`src/rtl/imm_pkg.sv`:
```
// Shared definitions for the immediate-extension pipe: format select encoding
// and the default immediate width.
package imm_pkg;

  localparam int unsigned XLEN_DEFAULT = 32;

  typedef enum logic [2:0] {
    IMM_I = 3'b000,
    IMM_S = 3'b001,
    IMM_B = 3'b010,
    IMM_J = 3'b011,
    IMM_U = 3'b100,
    IMM_Z = 3'b101
  } imm_src_e;

endpackage

```
`src/rtl/imm_ext_pipe_if.sv`:
```
// Valid/ready bus for imm_ext_pipe: instruction input side and extended
// immediate output side. The slave modport is the pipe itself; the master
// modport is its environment (upstream producer plus downstream consumer).
interface imm_ext_pipe_if import imm_pkg::*; #(
  parameter int unsigned XLEN  = XLEN_DEFAULT,
  parameter int unsigned TAG_W = 5
);

  logic             in_valid;
  logic             in_ready;
  logic [31:0]      in_instr;
  logic [2:0]       in_imm_src;
  logic [TAG_W-1:0] in_tag;
  logic             out_valid;
  logic             out_ready;
  logic [XLEN-1:0]  out_imm;
  logic [TAG_W-1:0] out_tag;
  logic             out_illegal;

  modport master (
    output in_valid, in_instr, in_imm_src, in_tag, out_ready,
    input  in_ready, out_valid, out_imm, out_tag, out_illegal
  );

  modport slave (
    input  in_valid, in_instr, in_imm_src, in_tag, out_ready,
    output in_ready, out_valid, out_imm, out_tag, out_illegal
  );

endinterface

```
`src/rtl/imm_decode.sv`:
```
// Combinational RISC-V immediate decode: selects the immediate fields of the
// instruction by format and sign-extends the result to XLEN.
// Optional feature: define IMM_EXT_ZICSR_EN to make encoding 101 (Z-type,
// zero-extended rs1 field) legal; otherwise 101 decodes as illegal.
module imm_decode import imm_pkg::*; #(
  parameter int unsigned XLEN = XLEN_DEFAULT
) (
  input  logic [31:0]     instr_i,
  input  imm_src_e        imm_src_i,
  output logic [XLEN-1:0] imm_o,
  output logic            illegal_o
);

  logic [31:0] imm32;

  // Build a 32-bit immediate per format; illegal formats yield zero.
  always_comb begin
    imm32     = '0;
    illegal_o = 1'b0;
    case (imm_src_i)
      IMM_I: imm32 = {{20{instr_i[31]}}, instr_i[31:20]};
      IMM_S: imm32 = {{20{instr_i[31]}}, instr_i[31:25], instr_i[11:7]};
      IMM_B: imm32 = {{19{instr_i[31]}}, instr_i[31], instr_i[7], instr_i[30:25],
                      instr_i[11:8], 1'b0};
      IMM_J: imm32 = {{11{instr_i[31]}}, instr_i[31], instr_i[19:12], instr_i[20],
                      instr_i[30:21], 1'b0};
      IMM_U: imm32 = {instr_i[31:12], 12'b0};
`ifdef IMM_EXT_ZICSR_EN
      // Bit 31 is zero, so the common sign extension below zero-extends.
      IMM_Z: imm32 = {27'b0, instr_i[19:15]};
`endif
      default: illegal_o = 1'b1;
    endcase
  end

  // Every format's top bit sits at bit 31 of imm32, so one extension suffices.
  assign imm_o = XLEN'($signed(imm32));

endmodule

```
`src/rtl/imm_ext_pipe.sv`:
```
// Immediate-extension pipe stage: decodes the immediate ahead of a two-entry
// skid buffer (output register plus skid register) so in_ready is registered.
// Optional feature: IMM_EXT_ZICSR_EN enables Z-type decode in imm_decode.
module imm_ext_pipe import imm_pkg::*; #(
  parameter int unsigned XLEN  = XLEN_DEFAULT,
  parameter int unsigned TAG_W = 5
) (
  input  logic         clk,
  input  logic         reset,
  input  logic         flush,
  imm_ext_pipe_if.slave bus,
  output logic [15:0]  err_count
);

  logic [XLEN-1:0]  dec_imm;
  logic             dec_illegal;

  logic             out_valid_d, out_valid_q;
  logic [XLEN-1:0]  out_imm_d, out_imm_q;
  logic [TAG_W-1:0] out_tag_d, out_tag_q;
  logic             out_illegal_d, out_illegal_q;
  logic             skid_valid_d, skid_valid_q;
  logic [XLEN-1:0]  skid_imm_d, skid_imm_q;
  logic [TAG_W-1:0] skid_tag_d, skid_tag_q;
  logic             skid_illegal_d, skid_illegal_q;
  logic [15:0]      err_count_d, err_count_q;

  logic accept;
  logic out_free;

  imm_decode #(
    .XLEN (XLEN)
  ) u_decode (
    .instr_i   (bus.in_instr),
    .imm_src_i (imm_src_e'(bus.in_imm_src)),
    .imm_o     (dec_imm),
    .illegal_o (dec_illegal)
  );

  // Flush wins over any same-cycle input.
  assign accept   = bus.in_valid && !skid_valid_q && !flush;
  // Output register can take a new entry when empty or draining this edge.
  assign out_free = !out_valid_q || bus.out_ready;

  // Next-state for output/skid registers and the illegal-entry counter.
  always_comb begin
    out_valid_d    = out_valid_q;
    out_imm_d      = out_imm_q;
    out_tag_d      = out_tag_q;
    out_illegal_d  = out_illegal_q;
    skid_valid_d   = skid_valid_q;
    skid_imm_d     = skid_imm_q;
    skid_tag_d     = skid_tag_q;
    skid_illegal_d = skid_illegal_q;
    err_count_d    = err_count_q;

    if (flush) begin
      out_valid_d  = 1'b0;
      skid_valid_d = 1'b0;
    end else if (out_free) begin
      if (skid_valid_q) begin
        // Skid full implies in_ready low, so no input competes here.
        out_valid_d   = 1'b1;
        out_imm_d     = skid_imm_q;
        out_tag_d     = skid_tag_q;
        out_illegal_d = skid_illegal_q;
        skid_valid_d  = 1'b0;
      end else if (accept) begin
        out_valid_d   = 1'b1;
        out_imm_d     = dec_imm;
        out_tag_d     = bus.in_tag;
        out_illegal_d = dec_illegal;
      end else begin
        out_valid_d = 1'b0;
      end
    end else if (accept) begin
      skid_valid_d   = 1'b1;
      skid_imm_d     = dec_imm;
      skid_tag_d     = bus.in_tag;
      skid_illegal_d = dec_illegal;
    end

    if (accept && dec_illegal && (err_count_q != 16'hFFFF)) begin
      err_count_d = err_count_q + 16'd1;
    end
  end

  // State registers with asynchronous reset.
  always_ff @(posedge clk or posedge reset) begin
    if (reset) begin
      out_valid_q    <= 1'b0;
      out_imm_q      <= '0;
      out_tag_q      <= '0;
      out_illegal_q  <= 1'b0;
      skid_valid_q   <= 1'b0;
      skid_imm_q     <= '0;
      skid_tag_q     <= '0;
      skid_illegal_q <= 1'b0;
      err_count_q    <= '0;
    end else begin
      out_valid_q    <= out_valid_d;
      out_imm_q      <= out_imm_d;
      out_tag_q      <= out_tag_d;
      out_illegal_q  <= out_illegal_d;
      skid_valid_q   <= skid_valid_d;
      skid_imm_q     <= skid_imm_d;
      skid_tag_q     <= skid_tag_d;
      skid_illegal_q <= skid_illegal_d;
      err_count_q    <= err_count_d;
    end
  end

  assign bus.in_ready    = !skid_valid_q;
  assign bus.out_valid   = out_valid_q;
  assign bus.out_imm     = out_imm_q;
  assign bus.out_tag     = out_tag_q;
  assign bus.out_illegal = out_illegal_q;
  assign err_count       = err_count_q;

endmodule

```
`src/flat_wrapper.sv`:
```
// flat-port wrapper written by rule: the top's interface ports become plain ports
module imm_ext_pipe_flat import imm_pkg::*;
#(
  parameter int unsigned XLEN  = XLEN_DEFAULT,
  parameter int unsigned TAG_W = 5
)
  (clk, reset, flush, err_count, bus_in_valid, bus_in_instr, bus_in_imm_src, bus_in_tag, bus_out_ready, bus_in_ready, bus_out_valid, bus_out_imm, bus_out_tag, bus_out_illegal);
  imm_ext_pipe_if #(.XLEN(XLEN), .TAG_W(TAG_W)) bus_i ();
  input  logic clk;
  input  logic reset;
  input  logic flush;
  output logic [15:0] err_count;
  input wire logic [$bits(bus_i.in_valid)-1:0] bus_in_valid;
  input wire logic [$bits(bus_i.in_instr)-1:0] bus_in_instr;
  input wire logic [$bits(bus_i.in_imm_src)-1:0] bus_in_imm_src;
  input wire logic [$bits(bus_i.in_tag)-1:0] bus_in_tag;
  input wire logic [$bits(bus_i.out_ready)-1:0] bus_out_ready;
  output wire logic [$bits(bus_i.in_ready)-1:0] bus_in_ready;
  output wire logic [$bits(bus_i.out_valid)-1:0] bus_out_valid;
  output wire logic [$bits(bus_i.out_imm)-1:0] bus_out_imm;
  output wire logic [$bits(bus_i.out_tag)-1:0] bus_out_tag;
  output wire logic [$bits(bus_i.out_illegal)-1:0] bus_out_illegal;
  assign bus_i.in_valid = bus_in_valid;
  assign bus_i.in_instr = bus_in_instr;
  assign bus_i.in_imm_src = bus_in_imm_src;
  assign bus_i.in_tag = bus_in_tag;
  assign bus_i.out_ready = bus_out_ready;
  assign bus_in_ready = bus_i.in_ready;
  assign bus_out_valid = bus_i.out_valid;
  assign bus_out_imm = bus_i.out_imm;
  assign bus_out_tag = bus_i.out_tag;
  assign bus_out_illegal = bus_i.out_illegal;
  imm_ext_pipe #(.XLEN(XLEN), .TAG_W(TAG_W)) u_core (.clk(clk), .reset(reset), .flush(flush), .bus(bus_i), .err_count(err_count));
endmodule
```
`config.mk`:
```
export PLATFORM = sky130hd
export DESIGN_NAME = imm_ext_pipe_flat
export DESIGN_NICKNAME = d
export VERILOG_FILES = /design/src/rtl/imm_pkg.sv /design/src/rtl/imm_ext_pipe_if.sv /design/src/rtl/imm_decode.sv /design/src/rtl/imm_ext_pipe.sv /design/src/flat_wrapper.sv
export SDC_FILE = /design/constraint.sdc
export NUM_CORES = 1
export LEC_CHECK = 0
export CAP_MARGIN = 25
export CORE_MARGIN = 10
export CORE_UTILIZATION = 25
export CTS_CLUSTER_SIZE = 40
export DETAILED_ROUTE_END_ITERATION = 10
export PLACE_DENSITY = 0.53
export SLEW_MARGIN = 25
export SYNTH_ARGS = -nofsm -noshare
export SYNTH_HDL_FRONTEND = slang
export SYNTH_SLANG_ARGS = --single-unit
```
`constraint.sdc`:
```
create_clock -name clk -period 6.5 [get_ports clk]
set_input_delay 0.975 -clock clk [delete_from_list [all_inputs] [get_ports clk]]
set_output_delay 0.975 -clock clk [all_outputs]
set_load 0.005 [all_outputs]
```
### Yosys cells after proc, flatten, opt, wreduce, memory -nomap -nowiden

Index checks and enable logic that the tools add are counted.

| word-level totals | value |
|---|---|
| bits in latches | 0 |
| output and inout bits | 56 |
| memories | 0 |
| input port bits | 45 |
| ROM bits | 0 |
| bits in writable memories | 0 |
| register bits | 94 |

| operators by class | value |
|---|---|
| mux-type cells | 15 |
| multipliers | 0 |
| add/subtract/negate cells | 1 |
| bitwise operators | 2 |
| shift-type cells | 0 |
| magnitude comparators | 0 |
| reduce and logical (&&, ||, !) cells | 15 |
| divide/modulo/power cells | 0 |
| eq/ne operators | 5 |

Operators by type and width:

| cell | count |
|---|---|
| one-hot mux 32 bit (5 select lines) | 1 |
| two-way mux 32 bit | 2 |
| adder 16 x 1 -> 16 bit, second input constant | 1 |
| != test 16 bit, second input constant | 1 |
| two-way mux 1 bit | 10 |
| two-way mux 5 bit | 2 |
| == test 3 x 2 -> 1 bit, second input constant | 2 |
| AND reduction 3 bit | 2 |
| OR reduction 5 bit | 1 |
| logical AND 1 bit | 4 |
| nonzero test 2 bit | 2 |
| == test 3 x 1 -> 1 bit, second input constant | 1 |
| == test 3 bit, second input constant | 1 |
| zero test 1 bit | 3 |
| zero test 3 bit | 1 |
| nonzero test 3 bit | 1 |
| inverter 1 bit | 2 |
| logical OR 1 bit | 1 |

### Depth between registers and ports, before layout

Gate-level depths: netlist of run 1.

| logic depth | value |
|---|---|
| depth after elaboration | 7 |
| gate-level depth with buffers | 7 |
| gate-level depth less buffers | 5 |

### By module

Synthesis of run 1 repeated with hierarchy kept, for this count alone.

| unflattened totals | value |
|---|---|
| cells, all modules | 397 |
| area, all modules | 4,498.1 um^2 |

Modules (own cells, without submodules):

| module | area each (um^2) | cells each | instances | seq. area each (um^2) |
|---|---|---|---|---|
| imm_ext_pipe | 4,051.4 | 325 | 1 | 2,352.3 |
| imm_decode | 446.7 | 72 | 1 | 0.0 |

### Worst setup path before layout of run 1

Ideal clock, no wire load.

| timing | value |
|---|---|
| kind | input port to flip-flop |
| start point | input flush |
| end point | register u_core.err_count_q[15] (netlist: u_core.err_count[15]) |
| required time | 6.373 ns |
| library setup time | 0.127 ns |
| stages | 5 |
| buffers on the path | 1 |
| arrival | 2.026 ns |
| path slack | 4.347 ns |
| path through | nor3b_1 and4_1 buf_2 nand4_1 mux2_1 |

| between the ends | value |
|---|---|
| cells in the longest elaborated chain, start to end | 4 |

RTL lines:

| what | RTL line | source |
|---|---|---|
| start: declaration | flat_wrapper.sv:11 | `input logic flush;` |
| zero test 1 bit | imm_ext_pipe.sv:41 | `assign accept = bus.in_valid && !skid_valid_q && !flush;` |
| logical AND 1 bit | imm_ext_pipe.sv:41 |  |
| logical AND 1 bit (2 in series) | imm_ext_pipe.sv:83 | `if (accept && dec_illegal && (err_count_q != 16'hFFFF)) begin` |
| end signal: assignment | imm_ext_pipe.sv:109 | `err_count_q <= err_count_d;` |
| end: declaration | imm_ext_pipe.sv:26 | `logic [15:0] err_count_d, err_count_q;` |

No other way between the ends.
A chain may end at the register's enable or synchronous reset.

### Worst setup path in the final report of run 1

| timing | value |
|---|---|
| start point | input bus_in_imm_src[1] |
| end point | register u_core.err_count_q[13] (netlist: u_core.err_count[13]) |

| between the ends | value |
|---|---|
| cells in the longest elaborated chain, start to end | 5 |
| elaborated cells between the ends (all ways) | 9 |

RTL lines:

| what | RTL line | source |
|---|---|---|
| start: declaration | flat_wrapper.sv:15 | `input wire logic [$bits(bus_i.in_imm_src)-1:0] bus_in_imm_src;` |
| == test 3 bit (tied with other cells) | imm_decode.sv:20 | `case (imm_src_i)` |
| OR reduction 5 bit (no source line) (*) | - |  |
| two-way mux 1 bit (*) | imm_decode.sv:20 |  |
| logical AND 1 bit (*) (2 in series) | imm_ext_pipe.sv:83 |  |

Mark *: on every way between the ends. The rest lies on a longest branch, timed or not.

==> results of run 1 <==
-- worst min-delay path, stage by stage (launching register included) --
cell and delay (ns):
sky130_fd_sc_hd__dfrtp_1 0.34, sky130_fd_sc_hd__nand2_1 0.05, sky130_fd_sc_hd__o31ai_1 0.05
-- stage by stage --
step / util [%] / cells
floorplan: - / 457
global placement: 32.2 / 746
detailed placement: 32.2 / 746
CTS: 34.0 / 762
global route: 34.0 / 762
finish: 34.0 / 762
-- flip-flops by register name, summed over array words and instances (netlist names) --
name / count
u_core.skid_valid_q: 1
u_core.bus.out_valid: 1
u_core.err_count: 16
u_core.bus.out_illegal: 1
u_core.skid_imm_q: 32
u_core.bus.out_imm: 32
u_core.skid_tag_q: 5
u_core.bus.out_tag: 5
u_core.skid_illegal_q: 1
-- power groups by stage --
stage,Sequential [µW],Clock [µW],Combinational [µW]
after floorplan,749,0,145
after global placement,754,0,318
after detailed placement,758,0,323
after CTS,748,586,325
after global routing,762,607,355
final,747,564,316
-- cell families after synthesis --
family          Yosys count
compound gates          117
xor+xnor                 11
fa+ha+maj                 1
buf+inv                  38
flops                    94
mux                      39
simple gates            157
-- how the worst max path moves through the flow --
stage                            from                                  to  slack (ns)  cells past startpoint
floorplan                       reset  u_core.bus.out_illegal$_DFFE_PP0P_        3.08                      1
global placement    bus_in_imm_src[1]    u_core.err_count[13]$_DFFE_PP0P_        3.17                      5
detailed placement  bus_in_imm_src[1]    u_core.err_count[13]$_DFFE_PP0P_        3.14                      5
CTS                 bus_in_imm_src[1]    u_core.err_count[13]$_DFFE_PP0P_        3.51                      5
global route                    flush    u_core.skid_imm_q[3]$_DFFE_PP0P_        3.30                      5
finish              bus_in_imm_src[1]    u_core.err_count[13]$_DFFE_PP0P_        3.51                      5
-- cell type report --
cell class	count	area share, %
clock buffer	12	4.50
clock inverter	4	0.908
inverter	3	0.232
multi-input combinational	325	33.4
sequential	94	39.7
tap	225	4.75
timing repair buffer	99	16.5
-- synthesized netlist by cell type (3+ instances only) --
| cell type | instances |
|---|---|
| sky130_fd_sc_hd__a21oi_1 | 32 |
| sky130_fd_sc_hd__and3_1 | 4 |
| sky130_fd_sc_hd__buf_1 | 4 |
| sky130_fd_sc_hd__buf_2 | 8 |
| sky130_fd_sc_hd__clkbuf_1 | 22 |
| sky130_fd_sc_hd__dfrtp_1 | 94 |
| sky130_fd_sc_hd__inv_1 | 3 |
| sky130_fd_sc_hd__mux2_1 | 3 |
| sky130_fd_sc_hd__mux2_2 | 23 |
| sky130_fd_sc_hd__mux2i_1 | 12 |
| sky130_fd_sc_hd__nand2_1 | 78 |
| sky130_fd_sc_hd__nand2b_1 | 9 |
| sky130_fd_sc_hd__nand3_1 | 22 |
| sky130_fd_sc_hd__nand3b_1 | 8 |
| sky130_fd_sc_hd__nand4_1 | 6 |
| sky130_fd_sc_hd__nor2_1 | 14 |
| sky130_fd_sc_hd__o211ai_1 | 9 |
| sky130_fd_sc_hd__o21a_1 | 7 |
| sky130_fd_sc_hd__o21ai_0 | 54 |
| sky130_fd_sc_hd__o311ai_0 | 4 |
| sky130_fd_sc_hd__o31ai_1 | 4 |
| sky130_fd_sc_hd__xnor2_1 | 9 |
-- metal layers --
metal / track usage, % / up-vias
li1: - / 1759
met1: 12.9 / 1743
met2: 16.7 / 73
met3: 3.10 / 11
met4: 4.05 / 0
met5: 0 / -
==> qor.json, run 1 <==
{
  "outcome": {"value": "finished clean"},
  "synth-simple-area-share": {"value": 16.9, "unit": "%"},
  "p_leak": {"value": 0.00239, "unit": "µW"},
  "critPathTopFamily": {"value": "buffers and inverters"},
  "finalSetupTns": {"value": 0, "unit": "ns"},
  "cts_made_buffers": {"value": 9},
  "place.gp.congestion": {"value": 0.759},
  "clock_tree.root_cell": {"value": "sky130_fd_sc_hd__clkbuf_16"},
  "placed_cell_area": {"value": 0.00561, "unit": "mm²"},
  "topRoutingLayerUsed": {"value": "met4"},
  "synth.top_cell.area_share": {"value": 52.5, "unit": "%"},
  "design.final.nets": {"value": 578},
  "syn_area": {"value": 0.00448, "unit": "mm²"},
  "die_y": {"value": 154, "unit": "µm"},
  "critical_path.max_fanout": {"value": 24},
  "timing.rr.start": {"value": "u_core.skid_valid_q$_DFFE_PP0P_"},
  "setup.worst_path.class": {"value": "in -> reg"},
  "number_of_enable_type_register_cells_in_the_synthesized_netlist": {"value": 0},
  "final_hold_viol_count": {"value": 0},
  "dieWidth": {"value": 154, "unit": "µm"},
  "grt-ovfl-total": {"value": 0},
  "min-delay-start": {"value": "u_core.skid_imm_q[4]$_DFFE_PP0P_"},
  "netSwitchingFraction": {"value": 26.4, "unit": "%"},
  "combinationalPowerShare": {"value": 19.4, "unit": "%"},
  "core_ar": {"value": 0.0174, "unit": "mm²"},
  "layout_common_cells": {"value": "sky130_fd_sc_hd__clkdlybuf4s50_1, sky130_fd_sc_hd__dfrtp_1, sky130_fd_sc_hd__nand2_1"},
  "maxClockFrequency": {"value": 335, "unit": "MHz"},
  "slew_headroom": {"value": 39.9, "unit": "%"},
  "m1WireLength": {"value": 5.68, "unit": "mm"},
  "report.final.setup_viol": {"value": 0},
  "muxShareOfSynthArea": {"value": 9.55, "unit": "%"},
  "worstPathCellList": {"value": "clkdlybuf4s50_1 -> o21a_1 -> and4_1 -> nand4_1 -> mux2_1"},
  "number_of_different_library_cells_in_the_post_synthesis_netlist": {"value": 45},
  "end_kind": {"value": "flop"},
  "synth.largest_area_cell": {"value": "sky130_fd_sc_hd__dfrtp_1"},
  "max_cap_violations": {"value": 0},
  "total_met3_wirelength_after_detailed_routing": {"value": 659, "unit": "µm"},
  "worstReg2RegEnd": {"value": "u_core.skid_imm_q[3]$_DFFE_PP0P_"},
  "postCtsResizedCells": {"value": 0},
  "cts_tree": {"value": "done"},
  "postRouteAntennaNets": {"value": 0},
  "synth_compound_gate_area_share": {"value": 15.2, "unit": "%"},
  "synth_top_flop_cell": {"value": "sky130_fd_sc_hd__dfrtp_1"},
  "timing.critical_path.arrival": {"value": 3.21, "unit": "ns"},
  "detail_route.wl_per_cell": {"value": 15.9, "unit": "µm"},
  "fill_cells": {"value": 1805},
  "critical-path-max-stage-delay": {"value": 1.05, "unit": "ns"},
  "route.final.wire_length": {"value": 12.1, "unit": "mm"},
  "effective_utilization_at_floorplan": {"value": 25.7, "unit": "%"},
  "first_iter_violations": {"value": 199},
  "postSynth.asyncResetShare": {"value": 100, "unit": "%"},
  "cts.reportedPaths.clkPinSlew": {"value": 0.07, "unit": "ns"},
  "syn_inst": {"value": 457},
  "drt_drc_violations_left": {"value": 0},
  "synthAdderAreaFrac": {"value": 0.279, "unit": "%"},
  "setup.reg_to_reg.worst_slack": {"value": 4.00, "unit": "ns"},
  "area.growth.synth_to_final": {"value": 32.3, "unit": "%"},
  "unrepaired_setup_endpoints_after_global_routing": {"value": "no"},
  "biggest_area_contributors_in_the_synthesized_netlist": {"value": "sky130_fd_sc_hd__dfrtp_1, sky130_fd_sc_hd__nand2_1, sky130_fd_sc_hd__o21ai_0"},
  "fin_hold_ws": {"value": 0.479, "unit": "ns"},
  "dominant_combinational_cell_family_by_area_after_synthesis": {"value": "simple AND/OR/NAND/NOR gates"},
  "yosys_warnings": {"value": 0},
  "dr_total_vias": {"value": 3586},
  "io_buffer_count": {"value": 93},
  "tritoncts_num_sinks": {"value": 94},
  "synth_fp_nets": {"value": 503},
  "post_synth_xor_area_fraction": {"value": 2.15, "unit": "%"},
  "max_slew.worst_pin.slew": {"value": 0.898, "unit": "ns"},
  "share_of_post_route_cells_with_drive_strength_above_1": {"value": 10.2, "unit": "%"},
  "wire_length_on_met2": {"value": 5.60, "unit": "mm"},
  "antenna_found_initial": {"value": 0},
  "min_period": {"value": 2.99, "unit": "ns"},
  "dr.pass1.iters": {"value": 4},
  "netSwitchingPower": {"value": 429, "unit": "µW"},
  "power.share.sequential": {"value": 45.9, "unit": "%"},
  "final.setup_skew": {"value": 0.00781, "unit": "ns"},
  "maxSlewViolCount": {"value": 0},
  "htree_num_levels": {"value": 3},
  "pin_count_of_the_biggest_net_entering_global_routing": {"value": 65},
  "clock_tree.buffer_depth": {"value": 2},
  "critical_path_required": {"value": 6.73, "unit": "ns"},
  "post-dp-hpwl": {"value": 8.47, "unit": "mm"},
  "grt_use_total": {"value": 10.4, "unit": "%"},
  "crit_slowest_cell": {"value": "sky130_fd_sc_hd__clkdlybuf4s50_1"},
  "stdcell_area": {"value": 0.00593, "unit": "mm²"},
  "detail_route.vias_per_cell": {"value": 4.71},
  "insertion_delay": {"value": 0.35, "unit": "ns"},
  "min_delay_worst_type": {"value": "reg -> reg"},
  "power_density": {"value": 275, "unit": "mW/mm²"},
  "ys_seq_elements": {"value": 94},
  "min_path_cells": {"value": 2},
  "place_ws": {"value": 3.14, "unit": "ns"},
  "ios": {"value": 101},
  "worstPathBufferInverterCount": {"value": 1},
  "syn_avg_cell_area": {"value": 9.80, "unit": "µm²"},
  "floorplan.rows": {"value": 48},
  "min_period_over_period": {"value": 45.9, "unit": "%"},
  "num_antenna_cells": {"value": 0},
  "internal_power": {"value": 1200, "unit": "µW"},
  "power.ir.vdd_worst": {"value": 115, "unit": "µV"},
  "crit_path_start_kind": {"value": "input port"},
  "rr_worst_depth": {"value": 5},
  "first_global_vias": {"value": 3737},
  "grt_pass1_wl": {"value": 20.1, "unit": "mm"},
  "setup_ws": {"value": 3.51, "unit": "ns"},
  "fin_total_pwr": {"value": 1630, "unit": "µW"},
  "worst_hold_path.endpoint": {"value": "u_core.skid_imm_q[4]$_DFFE_PP0P_"},
  "die_area": {"value": 0.0237, "unit": "mm²"},
  "pwr-share-clk": {"value": 34.7, "unit": "%"},
  "multi_input_comb_area": {"value": 0.00198, "unit": "mm²"},
  "cts_setup_buffers": {"value": 0},
  "synth-seq-area-share": {"value": 52.5, "unit": "%"},
  "cts_hold_repair.buffers": {"value": 0},
  "area.sequential": {"value": 0.00235, "unit": "mm²"}
}
No activity file was read; power rests on OpenSTA's default activity.
==> run 2: changes to the inputs <==
--- a/config.mk
+++ b/config.mk
@@ -10,7 +10,7 @@
 export CORE_UTILIZATION = 25
 export CTS_CLUSTER_SIZE = 40
 export DETAILED_ROUTE_END_ITERATION = 10
-export PLACE_DENSITY = 0.53
+export PLACE_DENSITY = 0.55
 export SLEW_MARGIN = 25
 export SYNTH_ARGS = -nofsm -noshare
 export SYNTH_HDL_FRONTEND = slang
==> constraint.sdc (replaced) <==
create_clock -name clk -period 2.42 [get_ports clk]
set_input_delay 0.363 -clock clk [delete_from_list [all_inputs] [get_ports clk]]
set_output_delay 0.363 -clock clk [all_outputs]
set_load 0.005 [all_outputs]
==> qor.json, run 2 (synthesized netlist as in run 1, its figures left out) <==
{
  "cts.reportedPaths.clkPinSlew": {"value": 0.07, "unit": "ns", "change": "about the same"},
  "crit_path_start_kind": {"value": "flop"},
  "die_y": {"value": 154, "unit": "µm", "change": "unchanged"},
  "htree_num_levels": {"value": 3, "change": "unchanged"},
  "final.setup_skew": {"value": 0.00638, "unit": "ns", "change": "-0.00143 ns"},
  "maxClockFrequency": {"value": 517, "unit": "MHz"},
  "setup_ws": {"value": 0.485, "unit": "ns", "change": "-3.03 ns"},
  "grt_use_total": {"value": 10.3, "unit": "%", "change": "-0.15 points"},
  "grt-ovfl-total": {"value": 0, "change": "unchanged"},
  "placed_cell_area": {"value": 0.00572, "unit": "mm²", "change": "+2.0%"},
  "power_density": {"value": 716, "unit": "mW/mm²", "change": "+160%"},
  "postRouteAntennaNets": {"value": 0, "change": "unchanged"},
  "min_period_over_period": {"value": 80.0, "unit": "%"},
  "unrepaired_setup_endpoints_after_global_routing": {"value": "no"},
  "stdcell_area": {"value": 0.00602, "unit": "mm²", "change": "+1.6%"},
  "min_period": {"value": 1.94, "unit": "ns"},
  "multi_input_comb_area": {"value": 0.00198, "unit": "mm²", "change": "unchanged"},
  "dr_total_vias": {"value": 3662, "change": "+2.1%"},
  "cts_tree": {"value": "done"},
  "antenna_found_initial": {"value": 0, "change": "unchanged"},
  "pin_count_of_the_biggest_net_entering_global_routing": {"value": 95, "change": "+46%"},
  "cts_made_buffers": {"value": 9, "change": "unchanged"},
  "cts_hold_repair.buffers": {"value": 0, "change": "unchanged"},
  "tritoncts_num_sinks": {"value": 94, "change": "unchanged"},
  "end_kind": {"value": "flop"},
  "share_of_post_route_cells_with_drive_strength_above_1": {"value": 11.9, "unit": "%", "change": "+1.6 points"},
  "grt_pass1_wl": {"value": 19.7, "unit": "mm", "change": "-1.9%"},
  "place.gp.congestion": {"value": 0.790, "change": "+4.0%"},
  "max_cap_violations": {"value": 0, "change": "unchanged"},
  "dieWidth": {"value": 154, "unit": "µm", "change": "unchanged"},
  "die_area": {"value": 0.0237, "unit": "mm²", "change": "unchanged"},
  "critical_path_required": {"value": 2.64, "unit": "ns", "change": "-4.09 ns"},
  "core_ar": {"value": 0.0174, "unit": "mm²", "change": "unchanged"},
  "postCtsResizedCells": {"value": 0, "change": "unchanged"},
  "min_delay_worst_type": {"value": "reg -> reg"},
  "fill_cells": {"value": 1758, "change": "-2.6%"},
  "first_global_vias": {"value": 3751, "change": "+0.37%"},
  "design.final.nets": {"value": 588, "change": "+1.7%"},
  "max_slew.worst_pin.slew": {"value": 0.810, "unit": "ns", "change": "-0.0884 ns"},
  "cts_setup_buffers": {"value": 0, "change": "unchanged"},
  "clock_tree.root_cell": {"value": "sky130_fd_sc_hd__clkbuf_16"},
  "floorplan.rows": {"value": 48, "change": "unchanged"},
  "io_buffer_count": {"value": 93, "change": "unchanged"},
  "ios": {"value": 101, "change": "unchanged"},
  "fin_total_pwr": {"value": 4310, "unit": "µW", "change": "+170%"},
  "effective_utilization_at_floorplan": {"value": 25.7, "unit": "%", "change": "unchanged"},
  "clock_tree.buffer_depth": {"value": 2, "change": "unchanged"},
  "first_iter_violations": {"value": 139, "change": "-30%"},
  "post-dp-hpwl": {"value": 8.64, "unit": "mm", "change": "+2.0%"},
  "setup.worst_path.class": {"value": "reg -> reg"},
  "timing.critical_path.arrival": {"value": 2.16, "unit": "ns", "change": "-1.05 ns"},
  "detail_route.wl_per_cell": {"value": 15.8, "unit": "µm", "change": "-0.64%"},
  "layout_common_cells": {"value": "sky130_fd_sc_hd__clkdlybuf4s50_1, sky130_fd_sc_hd__dfrtp_1, sky130_fd_sc_hd__nand2_1"},
  "slew_headroom": {"value": 45.9, "unit": "%", "change": "+6.0 points"},
  "drt_drc_violations_left": {"value": 0, "change": "unchanged"},
  "dr.pass1.iters": {"value": 4, "change": "unchanged"},
  "maxSlewViolCount": {"value": 0, "change": "unchanged"},
  "report.final.setup_viol": {"value": 0, "change": "unchanged"},
  "final_hold_viol_count": {"value": 0, "change": "unchanged"},
  "detail_route.vias_per_cell": {"value": 4.74, "change": "+0.80%"},
  "critical_path.max_fanout": {"value": 7, "change": "-71%"},
  "route.final.wire_length": {"value": 12.2, "unit": "mm", "change": "+0.66%"},
  "area.growth.synth_to_final": {"value": 34.4, "unit": "%"},
  "p_leak": {"value": 0.00244, "unit": "µW", "change": "+2.2%"},
  "insertion_delay": {"value": 0.34, "unit": "ns", "change": "about the same"},
  "num_antenna_cells": {"value": 0, "change": "unchanged"},
  "place_ws": {"value": 0.178, "unit": "ns", "change": "-2.96 ns"},
  "area.sequential": {"value": 0.00235, "unit": "mm²", "change": "unchanged"},
  "outcome": {"value": "finished clean"},
  "finalSetupTns": {"value": 0, "unit": "ns", "change": "unchanged"},
  "power.ir.vdd_worst": {"value": 345, "unit": "µV", "change": "+200%"}
}
## run 2: cell count changes in the layout (fill, tap and decap cells not counted)
cell	delta
sky130_fd_sc_hd__buf_12	+3
sky130_fd_sc_hd__buf_4	+7
sky130_fd_sc_hd__clkbuf_8	-3
sky130_fd_sc_hd__clkinv_2	+2
sky130_fd_sc_hd__clkinv_4	+1
sky130_fd_sc_hd__inv_4	-1
sky130_fd_sc_hd__inv_6	+1
## run 2: area by class of cell
cell class | instances | area share, %
clock buffers | 9 | 3.74
clock inverters | 7 | 1.23
inverters | 3 | 0.249
multi-input cells | 325 | 32.9
flip-flops and latches | 94 | 39.1
well taps | 225 | 4.68
repair buffers | 109 | 18.1
## run 2: final timing paths
check	slack [ns]	start	endpoint	cells after the start
min in group asynchronous	0.52	reset	u_core.bus.out_tag[4]$_DFFE_PP0P_	3
setup / recovery	0.48	u_core.err_count[8]$_DFFE_PP0P_	u_core.err_count[1]$_DFFE_PP0P_	4
max in group asynchronous	1.53	reset	u_core.bus.out_imm[3]$_DFFE_PP0P_	3
hold reg to reg	0.48	u_core.bus.out_tag[3]$_DFFE_PP0P_	u_core.bus.out_tag[3]$_DFFE_PP0P_	2
hold / removal	0.48	u_core.bus.out_tag[3]$_DFFE_PP0P_	u_core.bus.out_tag[3]$_DFFE_PP0P_	2
setup reg to reg	0.48	u_core.err_count[8]$_DFFE_PP0P_	u_core.err_count[1]$_DFFE_PP0P_	4
## run 2: stage by stage
stage | hold WS, ns | util (%) | cells
after detailed placement | 0.470 | 32.8 | 756
after global placement | 0.461 | 32.8 | 756
after global routing | 0.506 | 34.6 | 772
final | 0.482 | 34.6 | 772
after floorplan | 0.426 | - | 457
after CTS | 0.485 | 34.6 | 772
## run 2: per-layer routing
metal	share of wire (%)	vias to the layer above	routed length, µm	track usage [%]
met5	0	-	0	0
met4	1.7	0	210	4.23
met3	5.3	13	643	2.96
met2	49	80	5930	17.0
met1	44	1780	5430	12.1
li1	-	1789	-	-
## run 2: worst max-delay path, cell delays in order (launching register included)
cell	delay [ns]
sky130_fd_sc_hd__dfrtp_1	0.48
sky130_fd_sc_hd__nand4_2	0.16
sky130_fd_sc_hd__or4_4	0.61
sky130_fd_sc_hd__o211a_1	0.28
sky130_fd_sc_hd__mux2_4	0.30
## run 2: report_power, final
part           internal (µW)  switching [µW]
logic                    508             360
registers               1840             176
clock network            805             628
total                   3150            1160
==> run 3: changes to the inputs <==
==> constraint.sdc (replaced) <==
create_clock -name clk -period 1.55 [get_ports clk]
set_input_delay 0.2325 -clock clk [delete_from_list [all_inputs] [get_ports clk]]
set_output_delay 0.2325 -clock clk [all_outputs]
set_load 0.005 [all_outputs]
==> qor.json, run 3 (synthesized netlist as in run 1, its figures left out) <==
{
  "critical_path_required": {"value": 1.78, "unit": "ns", "change": "-0.86 ns"},
  "clock_tree.buffer_depth": {"value": 2, "change": "unchanged"},
  "end_kind": {"value": "flop"},
  "cts.reportedPaths.clkPinSlew": {"value": 0.07, "unit": "ns", "change": "about the same"},
  "htree_num_levels": {"value": 3, "change": "unchanged"},
  "clock_tree.root_cell": {"value": "sky130_fd_sc_hd__clkbuf_16"},
  "grt_use_total": {"value": 11.4, "unit": "%", "change": "+1.2 points"},
  "min_delay_worst_type": {"value": "in -> async"},
  "insertion_delay": {"value": 0.35, "unit": "ns", "change": "about the same"},
  "dr_total_vias": {"value": 3852, "change": "+5.2%"},
  "die_area": {"value": 0.0237, "unit": "mm²", "change": "unchanged"},
  "core_ar": {"value": 0.0174, "unit": "mm²", "change": "unchanged"},
  "power_density": {"value": 1090, "unit": "mW/mm²", "change": "+52%"},
  "final.setup_skew": {"value": 0.00725, "unit": "ns", "change": "+0.000868 ns"},
  "grt_pass1_wl": {"value": 22.1, "unit": "mm", "change": "+12%"},
  "io_buffer_count": {"value": 93, "change": "unchanged"},
  "setup_ws": {"value": -0.184, "unit": "ns", "change": "-0.668 ns"},
  "maxSlewViolCount": {"value": 0, "change": "unchanged"},
  "routing_usage_on_met1": {"value": 13.9, "unit": "%", "change": "+1.8 points"},
  "grt-ovfl-total": {"value": 0, "change": "unchanged"},
  "global_routing_met3_resource_utilization": {"value": 3.12, "unit": "%", "change": "+0.17 points"},
  "post-place-cells": {"value": 791, "change": "+4.6%"},
  "share_of_post_route_cells_with_drive_strength_above_1": {"value": 22.5, "unit": "%", "change": "+11 points"},
  "finish.cell_count_without_fillers": {"value": 820, "change": "+6.2%"},
  "floorplan.rows": {"value": 48, "change": "unchanged"},
  "pin_count_of_the_biggest_net_entering_global_routing": {"value": 55, "change": "-42%"},
  "tritoncts_num_sinks": {"value": 94, "change": "unchanged"},
  "first_iter_violations": {"value": 240, "change": "+73%"},
  "area.growth.synth_to_final": {"value": 50.2, "unit": "%"},
  "effective_utilization_at_floorplan": {"value": 25.7, "unit": "%", "change": "unchanged"},
  "drt_drc_violations_left": {"value": 0, "change": "unchanged"},
  "antenna_found_initial": {"value": 0, "change": "unchanged"},
  "place_ws": {"value": -0.501, "unit": "ns", "change": "-0.679 ns"},
  "place.gp.congestion": {"value": 0.769, "change": "-2.6%"},
  "final_hold_viol_count": {"value": 0, "change": "unchanged"},
  "fill_cells": {"value": 1740, "change": "-1.0%"},
  "slew_headroom": {"value": 65.1, "unit": "%", "change": "+19 points"},
  "fin_util": {"value": 38.6, "unit": "%", "change": "+4.1 points"},
  "p_leak": {"value": 0.00293, "unit": "µW", "change": "+20%"},
  "critical_path.max_fanout": {"value": 3, "change": "-4"},
  "route.final.wire_length": {"value": 13.8, "unit": "mm", "change": "+13%"},
  "grt_use_met2": {"value": 18.9, "unit": "%", "change": "+1.8 points"},
  "cts_hold_repair.buffers": {"value": 0, "change": "unchanged"},
  "min_period": {"value": 1.73, "unit": "ns", "change": "-0.202 ns"},
  "violations_in_the_final_reports": {"value": "setup timing"},
  "cts_made_buffers": {"value": 9, "change": "unchanged"},
  "setup.worst_path.class": {"value": "reg -> reg"},
  "layout_common_cells": {"value": "sky130_fd_sc_hd__dfrtp_1, sky130_fd_sc_hd__nand2_1, sky130_fd_sc_hd__clkdlybuf4s50_1"},
  "maxClockFrequency": {"value": 577, "unit": "MHz", "change": "+12%"},
  "unrepaired_setup_endpoints_after_global_routing": {"value": "yes"},
  "detail_route.vias_per_cell": {"value": 4.70, "change": "-0.97%"},
  "top_usage_layer": {"value": "met2"},
  "min_period_over_period": {"value": 112, "unit": "%", "change": "+32 points"},
  "design.final.nets": {"value": 636, "change": "+8.2%"},
  "first_global_vias": {"value": 4017, "change": "+7.1%"},
  "ios": {"value": 101, "change": "unchanged"},
  "max_cap_violations": {"value": 0, "change": "unchanged"},
  "post-dp-hpwl": {"value": 9.48, "unit": "mm", "change": "+9.7%"},
  "die_y": {"value": 154, "unit": "µm", "change": "unchanged"},
  "report.final.setup_viol": {"value": 4, "change": "+4"},
  "num_antenna_cells": {"value": 0, "change": "unchanged"},
  "postRouteAntennaNets": {"value": 0, "change": "unchanged"},
  "crit_path_start_kind": {"value": "flop"},
  "dr.pass1.iters": {"value": 4, "change": "unchanged"},
  "power.ir.vdd_worst": {"value": 497, "unit": "µV", "change": "+44%"},
  "mostFrequentLayoutCell": {"value": "sky130_fd_sc_hd__dfrtp_1"},
  "cts_tree": {"value": "done"},
  "max_slew.worst_pin.slew": {"value": 0.521, "unit": "ns", "change": "-0.289 ns"},
  "dieWidth": {"value": 154, "unit": "µm", "change": "unchanged"},
  "timing.critical_path.arrival": {"value": 1.96, "unit": "ns", "change": "-0.20 ns"},
  "outcome": {"value": "finished with violations"},
  "detail_route.wl_per_cell": {"value": 16.8, "unit": "µm", "change": "+6.4%"}
}
run 3: stage by stage:
stage	instance area (µm²)	power [µW]	hold slack, ns	TNS [ns]
after global placement	6040	4670	0.457	-26.16
final	6730	7310	0.350	-0.331
after detailed placement	6040	4730	0.465	-29.37
after CTS	6530	7350	0.337	-0.395
after global routing	6730	7720	0.384	-1.37
after floorplan	4510	3760	0.296	-0.428
run 3: area by class of cell:
class | instances | area (µm²) | share of cell area [%]
clock buffers | 11 | 233 | 3.46
multi-input cells | 325 | 2160 | 32.1
flip-flops and latches | 94 | 2350 | 35.0
well taps | 225 | 282 | 4.18
clock inverters | 5 | 106 | 1.58
repair buffers | 157 | 1580 | 23.5
inverters | 3 | 15.0 | 0.223
run 3: where the power goes:
part / switching [µW] / internal [µW]
logic: 698 / 943
registers: 239 / 2870
clock network: 974 / 1580
run 3: what timing repair did:
action                     CTS  global route
buffers inserted             6             4
setup endpoints to repair   59            63
pin swaps                    5             9
cloned                       2             2
gates resized for setup     41            50
run 3: worst paths after layout:
kind / cells after the start / end / slack, ns / start
setup reg to reg: 4 / u_core.err_count[1]$_DFFE_PP0P_ / -0.18 / u_core.err_count[11]$_DFFE_PP0P_
min in group clk: 4 / u_core.skid_valid_q$_DFFE_PP0P_ / 0.47 / bus_in_valid
setup / recovery: 4 / u_core.err_count[1]$_DFFE_PP0P_ / -0.18 / u_core.err_count[11]$_DFFE_PP0P_
hold / removal: 3 / u_core.skid_tag_q[2]$_DFFE_PP0P_ / 0.35 / reset
hold reg to reg: 2 / u_core.skid_imm_q[0]$_DFFE_PP0P_ / 0.48 / u_core.skid_imm_q[0]$_DFFE_PP0P_
max in group asynchronous: 3 / u_core.skid_imm_q[20]$_DFFE_PP0P_ / 0.91 / reset
run 3: metal layers:
metal	share of wire, %	routed length [µm]	vias up
met4	1.6	215	0
li1	-	-	1882
met1	44	6050	1871
met3	4.7	654	14
met2	50	6880	85
met5	0	0	-
run 3: critical path: stages, from the launching register on:
cell	delay (ns)
sky130_fd_sc_hd__dfrtp_1	0.37
sky130_fd_sc_hd__nand4_2	0.14
sky130_fd_sc_hd__or4_4	0.55
sky130_fd_sc_hd__o211a_1	0.25
sky130_fd_sc_hd__mux2_4	0.30
